### src/rtl/uart_frame_pkg.sv
// rtl/uart_frame_pkg.sv - shared state type, frame constants and checksum for the UART frame packetiser
package uart_frame_pkg;

   typedef enum logic [2:0] {
      ST_IDLE,
      ST_LOAD,
      ST_SEND,
      ST_WAIT_BUSY,
      ST_WAIT_IDLE
   } state_e;

   localparam int unsigned FRAME_LEN         = 5;
   localparam logic [7:0]  DEFAULT_SYNC_BYTE = 8'hA5;

   // Sync byte is deliberately not part of the sum.
   function automatic logic [7:0] frame_checksum(input logic [7:0] seq,
                                                 input logic [7:0] hi,
                                                 input logic [7:0] lo);
      return seq + hi + lo;
   endfunction

endpackage

### src/rtl/sample_fifo.sv
// rtl/sample_fifo.sv - synchronous sample FIFO, power-of-two depth, push ignored when full
module sample_fifo #(
   parameter int unsigned WIDTH = 16,
   parameter int unsigned DEPTH = 4
) (
   input  logic             clk,
   input  logic             reset,
   input  logic             push,
   input  logic             pop,
   input  logic [WIDTH-1:0] wdata,
   output logic [WIDTH-1:0] rdata,
   output logic             full,
   output logic             empty
);

   localparam int unsigned AW = $clog2(DEPTH);

   logic [WIDTH-1:0] mem_q [DEPTH];
   logic [AW-1:0]    wr_ptr_q;
   logic [AW-1:0]    rd_ptr_q;
   logic [AW:0]      count_q;
   logic             do_push;
   logic             do_pop;

   assign full    = (count_q == (AW+1)'(DEPTH));
   assign empty   = (count_q == '0);
   assign do_push = push && !full;
   assign do_pop  = pop && !empty;
   assign rdata   = mem_q[rd_ptr_q];

   // Storage array; no reset needed since reads are gated by occupancy.
   always_ff @(posedge clk) begin
      if (do_push) begin
         mem_q[wr_ptr_q] <= wdata;
      end
   end

   // Pointers wrap naturally; simultaneous push and pop leave occupancy unchanged.
   always_ff @(posedge clk) begin
      if (reset) begin
         wr_ptr_q <= '0;
         rd_ptr_q <= '0;
         count_q  <= '0;
      end else begin
         if (do_push) wr_ptr_q <= wr_ptr_q + 1'b1;
         if (do_pop)  rd_ptr_q <= rd_ptr_q + 1'b1;
         count_q <= count_q + {{AW{1'b0}}, do_push} - {{AW{1'b0}}, do_pop};
      end
   end

endmodule

### src/rtl/uart_frame_tx.sv
// rtl/uart_frame_tx.sv - packs buffered 16-bit samples into 5-byte frames for a byte UART
module uart_frame_tx
   import uart_frame_pkg::*;
#(
   parameter logic [7:0]  SYNC_BYTE   = DEFAULT_SYNC_BYTE,
   parameter int unsigned FIFO_DEPTH  = 4,
   parameter int unsigned ACK_TIMEOUT = 16
) (
   input  logic        clk,
   input  logic        reset,
   input  logic [15:0] sample_in,
   input  logic        sample_valid,
   output logic        sample_ready,
   output logic [0:7]  tx_data,
   output logic        send,
   input  logic        tx_busy,
   output logic        frame_busy,
   output logic        overflow,
   output logic        ack_err
);

   localparam int unsigned      CNT_W    = $clog2(ACK_TIMEOUT) + 1;
   localparam logic [CNT_W-1:0] CNT_LAST = CNT_W'(ACK_TIMEOUT - 1);
   localparam logic [2:0]       IDX_LAST = 3'(FRAME_LEN - 1);

   state_e           state_q;
   logic [15:0]      sample_q;
   logic [7:0]       frame_q [FRAME_LEN];
   logic [2:0]       idx_q;
   logic [2:0]       idx_d;
   logic [7:0]       seq_q;
   logic [CNT_W-1:0] cnt_q;
   logic [CNT_W-1:0] cnt_d;
   logic [7:0]       tx_data_q;
   logic             send_q;
   logic             frame_busy_q;
   logic             overflow_q;
   logic             ack_err_q;

   logic             fifo_full;
   logic             fifo_empty;
   logic             fifo_pop;
   logic [15:0]      fifo_rdata;

   assign fifo_pop = (state_q == ST_IDLE) && !fifo_empty && !tx_busy;
   assign cnt_d    = cnt_q + 1'b1;
   assign idx_d    = idx_q + 3'd1;

   sample_fifo #(
      .WIDTH (16),
      .DEPTH (FIFO_DEPTH)
   ) u_fifo (
      .clk   (clk),
      .reset (reset),
      .push  (sample_valid),
      .pop   (fifo_pop),
      .wdata (sample_in),
      .rdata (fifo_rdata),
      .full  (fifo_full),
      .empty (fifo_empty)
   );

   // Sticky overflow: a strobe that finds the buffer full is lost.
   always_ff @(posedge clk) begin
      if (reset) begin
         overflow_q <= 1'b0;
      end else if (sample_valid && fifo_full) begin
         overflow_q <= 1'b1;
      end
   end

   // Frame sequencer: pop, latch bytes, then one send/ack round-trip per byte.
   always_ff @(posedge clk) begin
      if (reset) begin
         state_q      <= ST_IDLE;
         sample_q     <= '0;
         idx_q        <= '0;
         seq_q        <= '0;
         cnt_q        <= '0;
         tx_data_q    <= '0;
         send_q       <= 1'b0;
         frame_busy_q <= 1'b0;
         ack_err_q    <= 1'b0;
      end else begin
         send_q    <= 1'b0;
         ack_err_q <= 1'b0;
         case (state_q)
            ST_IDLE: begin
               if (fifo_pop) begin
                  sample_q     <= fifo_rdata;
                  frame_busy_q <= 1'b1;
                  state_q      <= ST_LOAD;
               end
            end
            ST_LOAD: begin
               frame_q[0] <= SYNC_BYTE;
               frame_q[1] <= seq_q;
               frame_q[2] <= sample_q[15:8];
               frame_q[3] <= sample_q[7:0];
               frame_q[4] <= frame_checksum(seq_q, sample_q[15:8], sample_q[7:0]);
               idx_q      <= '0;
               tx_data_q  <= SYNC_BYTE;
               send_q     <= 1'b1;
               state_q    <= ST_SEND;
            end
            ST_SEND: begin
               cnt_q   <= '0;
               state_q <= ST_WAIT_BUSY;
            end
            ST_WAIT_BUSY: begin
               if (tx_busy) begin
                  state_q <= ST_WAIT_IDLE;
               end else if (cnt_d == CNT_LAST) begin
                  // No retry: the byte counts as sent and the frame carries on.
                  ack_err_q <= 1'b1;
                  state_q   <= ST_WAIT_IDLE;
               end else begin
                  cnt_q <= cnt_d;
               end
            end
            ST_WAIT_IDLE: begin
               if (!tx_busy) begin
                  if (idx_q == IDX_LAST) begin
                     seq_q        <= seq_q + 8'd1;
                     frame_busy_q <= 1'b0;
                     state_q      <= ST_IDLE;
                  end else begin
                     idx_q     <= idx_d;
                     tx_data_q <= frame_q[idx_d];
                     send_q    <= 1'b1;
                     state_q   <= ST_SEND;
                  end
               end
            end
            default: state_q <= ST_IDLE;
         endcase
      end
   end

   assign sample_ready = !fifo_full;
   assign tx_data      = tx_data_q;
   assign send         = send_q;
   assign frame_busy   = frame_busy_q;
   assign overflow     = overflow_q;
   assign ack_err      = ack_err_q;

endmodule

### config.mk
export PLATFORM = sky130hd
export DESIGN_NAME = uart_frame_tx
export DESIGN_NICKNAME = d
export VERILOG_FILES = /design/src/rtl/uart_frame_pkg.sv /design/src/rtl/sample_fifo.sv /design/src/rtl/uart_frame_tx.sv
export SDC_FILE = /design/constraint.sdc
export NUM_CORES = 1
export LEC_CHECK = 0
export BUFFER_PORTS_ARGS = -buffer_cell sky130_fd_sc_hd__buf_4
export CORE_MARGIN = 5
export CORE_UTILIZATION = 61
export CTS_BUF_LIST = sky130_fd_sc_hd__clkbuf_16
export DETAILED_ROUTE_END_ITERATION = 7
export PLACE_DENSITY = 0.87
export SYNTH_ARGS = -nofsm -noshare
export SYNTH_HDL_FRONTEND = slang
export SYNTH_HIERARCHICAL = 1
export SYNTH_SLANG_ARGS = --single-unit
### constraint.sdc
create_clock -name clk -period 4.3 [get_ports clk]
set_clock_uncertainty 0.2 [all_clocks]
set_input_delay 0.215 -clock clk [delete_from_list [all_inputs] [get_ports clk]]
set_output_delay 0.215 -clock clk [all_outputs]
set_load 0.01 [all_outputs]
# Word-level counts from Yosys, hierarchy flattened
# Memory sizes are Yosys's and may differ from the RTL's. A register that Yosys moved wholly into a read port is not among the register bits.
# Index checks and enable logic that the tools add are counted.
# Widths: inputs -> output; s select.
op_classes:
  n_reduce_logical: 20
  muxes: 28
  n_addsub: 9
  bitwise_logic: 2
  eq_ne: 14
ops:
  columns: ["cell", "n"]
  rows:
  - ["$mux 3", 6]
  - ["$add 8x8->8", 2]
  - ["$mux 8", 2]
  - ["$pmux 8 s2", 1]
  - ["$pmux 3 s5", 1]
  - ["$reduce_and 3->1", 4]
  - ["$mux 1", 11]
  - ["$mux 5", 2]
  - ["$ne 2x2->1 const B", 5]
  - ["$pmux 5 s2", 1]
  - ["$eq 3x3->1 const B", 3]
  - ["$add 8x1->8 const B", 1]
  - ["$eq 3x2->1 const B", 2]
  - ["$logic_not 3->1", 2]
  - ["$pmux 3 s2", 1]
  - ["$reduce_bool 2->1", 3]
  - ["$add 5x1->5 const B", 1]
  - ["$eq 5x4->1 const B", 1]
  - ["$logic_and 1x1->1", 5]
  - ["$add 2x1->2 const B", 2]
  - ["$pmux 1 s2", 2]
  - ["$reduce_and 4->1", 1]
  - ["$add 3x1->3", 1]
  - ["$add 3x1->3 const B", 1]
  - ["other kinds (9)", 12]
totals:
  mem_count: 2
  output_inout_bits: 13
  word_cells: 87
  register_bits: 38
  input_bits: 20
  ramBits: 104
mem_list:
  columns: ["name", "words", "word_bits", "rd", "rd_clocked_by_memory_dff", "wr", "line", "source"]
  rows:
  - ["u_fifo.mem_q", 4, 16, 1, 1, 1, "sample_fifo.sv:18", "logic [WIDTH-1:0] mem_q [DEPTH];"]
  - ["frame_q", 5, 8, 1, 0, 5, "uart_frame_tx.sv:28", "logic [7:0] frame_q [FRAME_LEN];"]

# Logic depth before layout (Yosys ltp)
depth:
  word_depth: 6
  ltp_mapped: 14
  depth_no_buf: 13

# Cells and area by module
# The synthesis kept the hierarchy.
modules_own_cells:
  columns: ["mod", "seq_area_each_um2", "n_inst", "area_each_um2", "cells_per_inst"]
  rows:
  - ["uart_frame_tx", 1901.8, 1, 3623.5, 355]
  - ["sample_fifo", 2102.0, 1, 2808.9, 135]

# Worst setup path after synthesis
# OpenSTA, ideal clock, no wires.
synth_timing:
  path_type: "input port to flip-flop"
  start: "in reset"
  end: "mem frame_q[1][0] (enable)"
  setup_slack_ns: 0.780
  stages: 3
  setup_time_ns: 0.461
  required_time_ns: 3.639
  n_path_buf: 2
  t_arrival_ns: 2.859
  cell_sequence: "clkbuf_1 > clkbuf_1 > nor3_1"
synth_lines:
  columns: ["item", "line", "source"]
  rows:
  - ["start, declared", "uart_frame_tx.sv:10", "input logic reset,"]
  - ["end, declared", "uart_frame_tx.sv:28", null]

# Worst setup path in the final report
layout_timing:
  start: "reg state_q[0]"
  end: "reg u_fifo.count_q[2]"
layout_via:
  elab_chain_len: 5
layout_lines:
  columns: ["item", "line", "source"]
  rows:
  - ["start, declared", "uart_frame_tx.sv:26", "state_e state_q;"]
  - ["start signal, assigned", "uart_frame_tx.sv:75", "state_q <= ST_IDLE;"]
  - ["start signal, assigned", "uart_frame_tx.sv:92", "state_q <= ST_LOAD;"]
  - ["start signal, assigned", "uart_frame_tx.sv:104", "state_q <= ST_SEND;"]
  - ["$logic_not 3->1", "uart_frame_tx.sv:45", "assign fifo_pop = (state_q == ST_IDLE) && !fifo_empty && !tx_busy;"]
  - ["$logic_and 1x1->1 (2 in a row)", "uart_frame_tx.sv:45", null]
  - ["$logic_and 1x1->1", "sample_fifo.sv:28", "assign do_pop = pop && !empty;"]
  - ["via u_fifo.do_pop", "sample_fifo.sv:23", "logic do_pop;"]
  - ["$sub 3x1->3", "sample_fifo.sv:47", "count_q <= count_q + {{AW{1'b0}}, do_push} - {{AW{1'b0}}, do_pop};"]
  - ["end signal, assigned", "sample_fifo.sv:47", null]
  - ["end, declared", "sample_fifo.sv:21", "logic [AW:0] count_q;"]
# The timed path passes the listed nets, and every way through them passes these cells.
# A chain may end at the register's enable or synchronous reset.

==> flow_summary.ini <==
[final_layout]
fin_util_pct = 72.3
finalNetCount = 587
area_growth_pct = 16.1
antenna_cells = 0
final_cells = 690
drive_gt1_share_pct = 16.2
fillCellCount = 631

[floorplanning]
rows = 37
die-area_mm2 = 0.0127
die_y_um = 113
ios = 33
initial_utilization_pct = 62.3
die_w_um = 113
design.core.area_mm2 = 0.0103

[synthesis]
synth_area_leaders = edfxtp_1, dfxtp_1, mux4_2
syn_area_per_cell_um2 = 13.1
yosys_warnings = 6
synth_top_flop_cell = edfxtp_1
synth-seq-area-share_pct = 62.2
synth.largest_area_cell = edfxtp_1
netlist_instances = 490
synth_edf_count = 96
syn-cell-area_mm2 = 0.00643
synth_cell_types = 53
synth_top_area_share_pct = 44.8
postSynth.asyncResetShare_pct = 0
syn_nets = 536
ys_ff_latch = 152

[routing]
wl_per_cell_um = 16.9
drtIter0Drc = 222
drc_errors = 0
ant_nets = 0
vias_per_cell = 5.61
num_vias = 3869
firstDrtPassIters = 4
routed_wirelength_mm = 11.6

[clock_tree]
cts_buffers = 17
post_cts_buffers = 0
htreeDepth = 4
insertion_delay_ns = 0.42
cts.sinks = 152
cts-root-buf = clkbuf_16
tritoncts = yes
clk_path_buf_depth = 2
clkTransAtPathRegs_ns = 0.06

[critical_path]
crit_type = register to register
startpoint_type = register
cp_num_buf_inv = 4
max_stage_delay_ns = 0.62
worstPathArrival_ns = 3.40
crit_family = adder cells
cp-end-kind = register
crit_required_ns = 4.39
path_max_fanout = 18
cp_slowest_cell = dfxtp_1
crit_chain = nor3_1, nand2_1, clkinv_1, buf_4, o31ai_2, inv_1, ha_1, inv_1, ha_1, fa_1, xnor2_1, xnor2_1, nor2_1

[power]
vdd_drop_max_mv = 0.383
powerDensity_mw_per_mm2 = 531
leakagePower_uw = 0.00271

[placement]
dp.cells = 640
gp_congestion = 0.820
dp_slack_ns = 1.00
dpl.hpwl_mm = 7.65
io_buffer_count = 32

[global_routing]
overflow = 0
grt_max_degree = 58
grt_pass1_wl_mm = 19.6
antenna_found_initial = 0
track_usage_pct = 19.9
grt_pass1_vias = 4052

[flow_run]
cap_violations = 0

[timing]
max_freq_mhz = 302
setup-violations-final = 0
finalMaxSlewViolations = 0
slew_headroom_pct = 25.2
post-route-min-period_ns = 3.31
setup_ws_ns = 0.988
worstMarginPinSlew_ns = 1.12
setup_tns_ns = 0
hold_viol_final = 0
holdWs_ns = 0.0619
rsz0062_at_grt = false
finalCritPeriodShare_pct = 77.0

[status]
status = finished clean

[worst_hold_path]
hold_path_class = input pin to register
[sequential cells by signal (all words and copies together), names as in the netlist, named ones only]
signal	count
u_fifo/mem_q	64
frame_q	32
sample_q	16
seq_q	8
tx_data	8
cnt_q	5
idx_q	3
state_q	3
u_fifo/count_q	3
u_fifo/rd_ptr_q	2
u_fifo/wr_ptr_q	2
ack_err	1
frame_busy	1
overflow	1
send	1
[worst paths after layout]
path                                start                      endpoint  slack, ns  cells after the start
setup / recovery  state_q[0]$_SDFFE_PP0P_  u_fifo/count_q[2]$_SDFF_PP0_       0.99                     13
hold / removal                      reset         idx_q[0]$_SDFFE_PP0P_       0.06                      2
setup reg to reg  state_q[0]$_SDFFE_PP0P_  u_fifo/count_q[2]$_SDFF_PP0_       0.99                     13
hold reg to reg     overflow$_SDFFE_PP0P_         overflow$_SDFFE_PP0P_       0.28                      2
[stage by stage]
step | cell area, um^2 | power [uW]
4_1_cts | 7470 | 3980
2_1_floorplan | 6430 | 2460
6_report | 7470 | 3960
5_1_grt | 7470 | 4160
3_3_place_gp | 6750 | 2600
3_5_place_dp | 6750 | 2650
[final cells by class]
| type | instances | area (um^2) | area share (%) |
|---|---|---|---|
| Sequential cell | 152 | 4000 | 53.6 |
| Timing Repair Buffer | 52 | 435 | 5.83 |
| Clock buffer | 18 | 450 | 6.03 |
| Clock inverter | 14 | 86.3 | 1.16 |
| Tap cell | 136 | 170 | 2.28 |
| Multi-Input combinational cell | 294 | 2230 | 29.9 |
| Inverter | 24 | 90.1 | 1.21 |
[cell usage in the layout, fill, tap and decap left out, types with 4 or more instances in the layout]
cell type / netlist / layout
edfxtp_1: 96 / 96
dfxtp_1: 56 / 56
nand2_1: 48 / 48
nor2_1: 42 / 42
a21oi_1: 35 / 35
buf_4: 0 / 34
inv_1: 23 / 25
clkbuf_16: 0 / 18
dlygate4sd3_1: 0 / 18
ha_1: 17 / 17
mux4_2: 15 / 15
o21ai_0: 12 / 12
xnor2_1: 10 / 10
xor2_1: 9 / 9
nand2b_1: 9 / 9
fa_1: 9 / 9
nor2b_1: 8 / 8
nor3_1: 7 / 6
mux2i_1: 6 / 6
mux2_2: 5 / 5
a31oi_1: 5 / 5
nand4_1: 4 / 4
o22ai_1: 4 / 4
a211oi_1: 4 / 4
a22o_1: 4 / 4
clkinv_4: 0 / 4
and2_1: 4 / 4
[timing repair]
| item | in CTS | in global routing |
|---|---|---|
| hold buffers | 18 | 0 |
| hold endpoints to repair | 67 | 0 |
| gates resized for setup | 0 | 0 |
[cells by family (layout without fill, tap and decap cells)]
group	after synthesis	after routing	synth area share, %
compound gates	81	81	7.82
xor+xnor	19	19	2.59
fa+ha+maj	26	26	6.11
buf+inv	44	108	3.17
flops	152	152	62.2
mux	27	27	7.47
simple gates	141	141	10.6
[metal layers]
metal | up-vias | global-route usage, % | part of all wire, %
met5 | - | 0 | 0
met3 | 16 | 6.10 | 4.6
li1 | 1868 | - | -
met2 | 83 | 33.6 | 52
met1 | 1902 | 23.9 | 42
met4 | 0 | 8.25 | 1.5
[Yosys cell counts, drive strengths merged (2+ instances only)]
| cell type | n |
|---|---|
| fa | 9 |
| nor2 | 43 |
| mux4 | 16 |
| mux2 | 5 |
| o21a | 2 |
| o2bb2ai | 2 |
| nand4 | 4 |
| nor2b | 8 |
| xnor2 | 10 |
| a22o | 4 |
| nand2 | 48 |
| nand2b | 9 |
| and2 | 4 |
| dfxtp | 56 |
| or3 | 2 |
| clkbuf | 11 |
| buf | 9 |
| xor2 | 9 |
| inv | 23 |
| nor3b | 3 |
| a21o | 3 |
| a22oi | 2 |
| o21ai | 12 |
| nand3b | 3 |
| ha | 17 |
| o22ai | 4 |
| a21oi | 36 |
| o21bai | 2 |
| o31ai | 2 |
| a211oi | 4 |
| nor3 | 9 |
| a31oi | 5 |
| nand3 | 3 |
| mux2i | 6 |
| edfxtp | 96 |
[power breakdown]
group          internal [uW]  total [uW]  switching, uW
Sequential              1780        1930            152
Clock                    761        1330            570
Combinational            330         703            373
No activity file was read; power rests on OpenSTA's default activity.
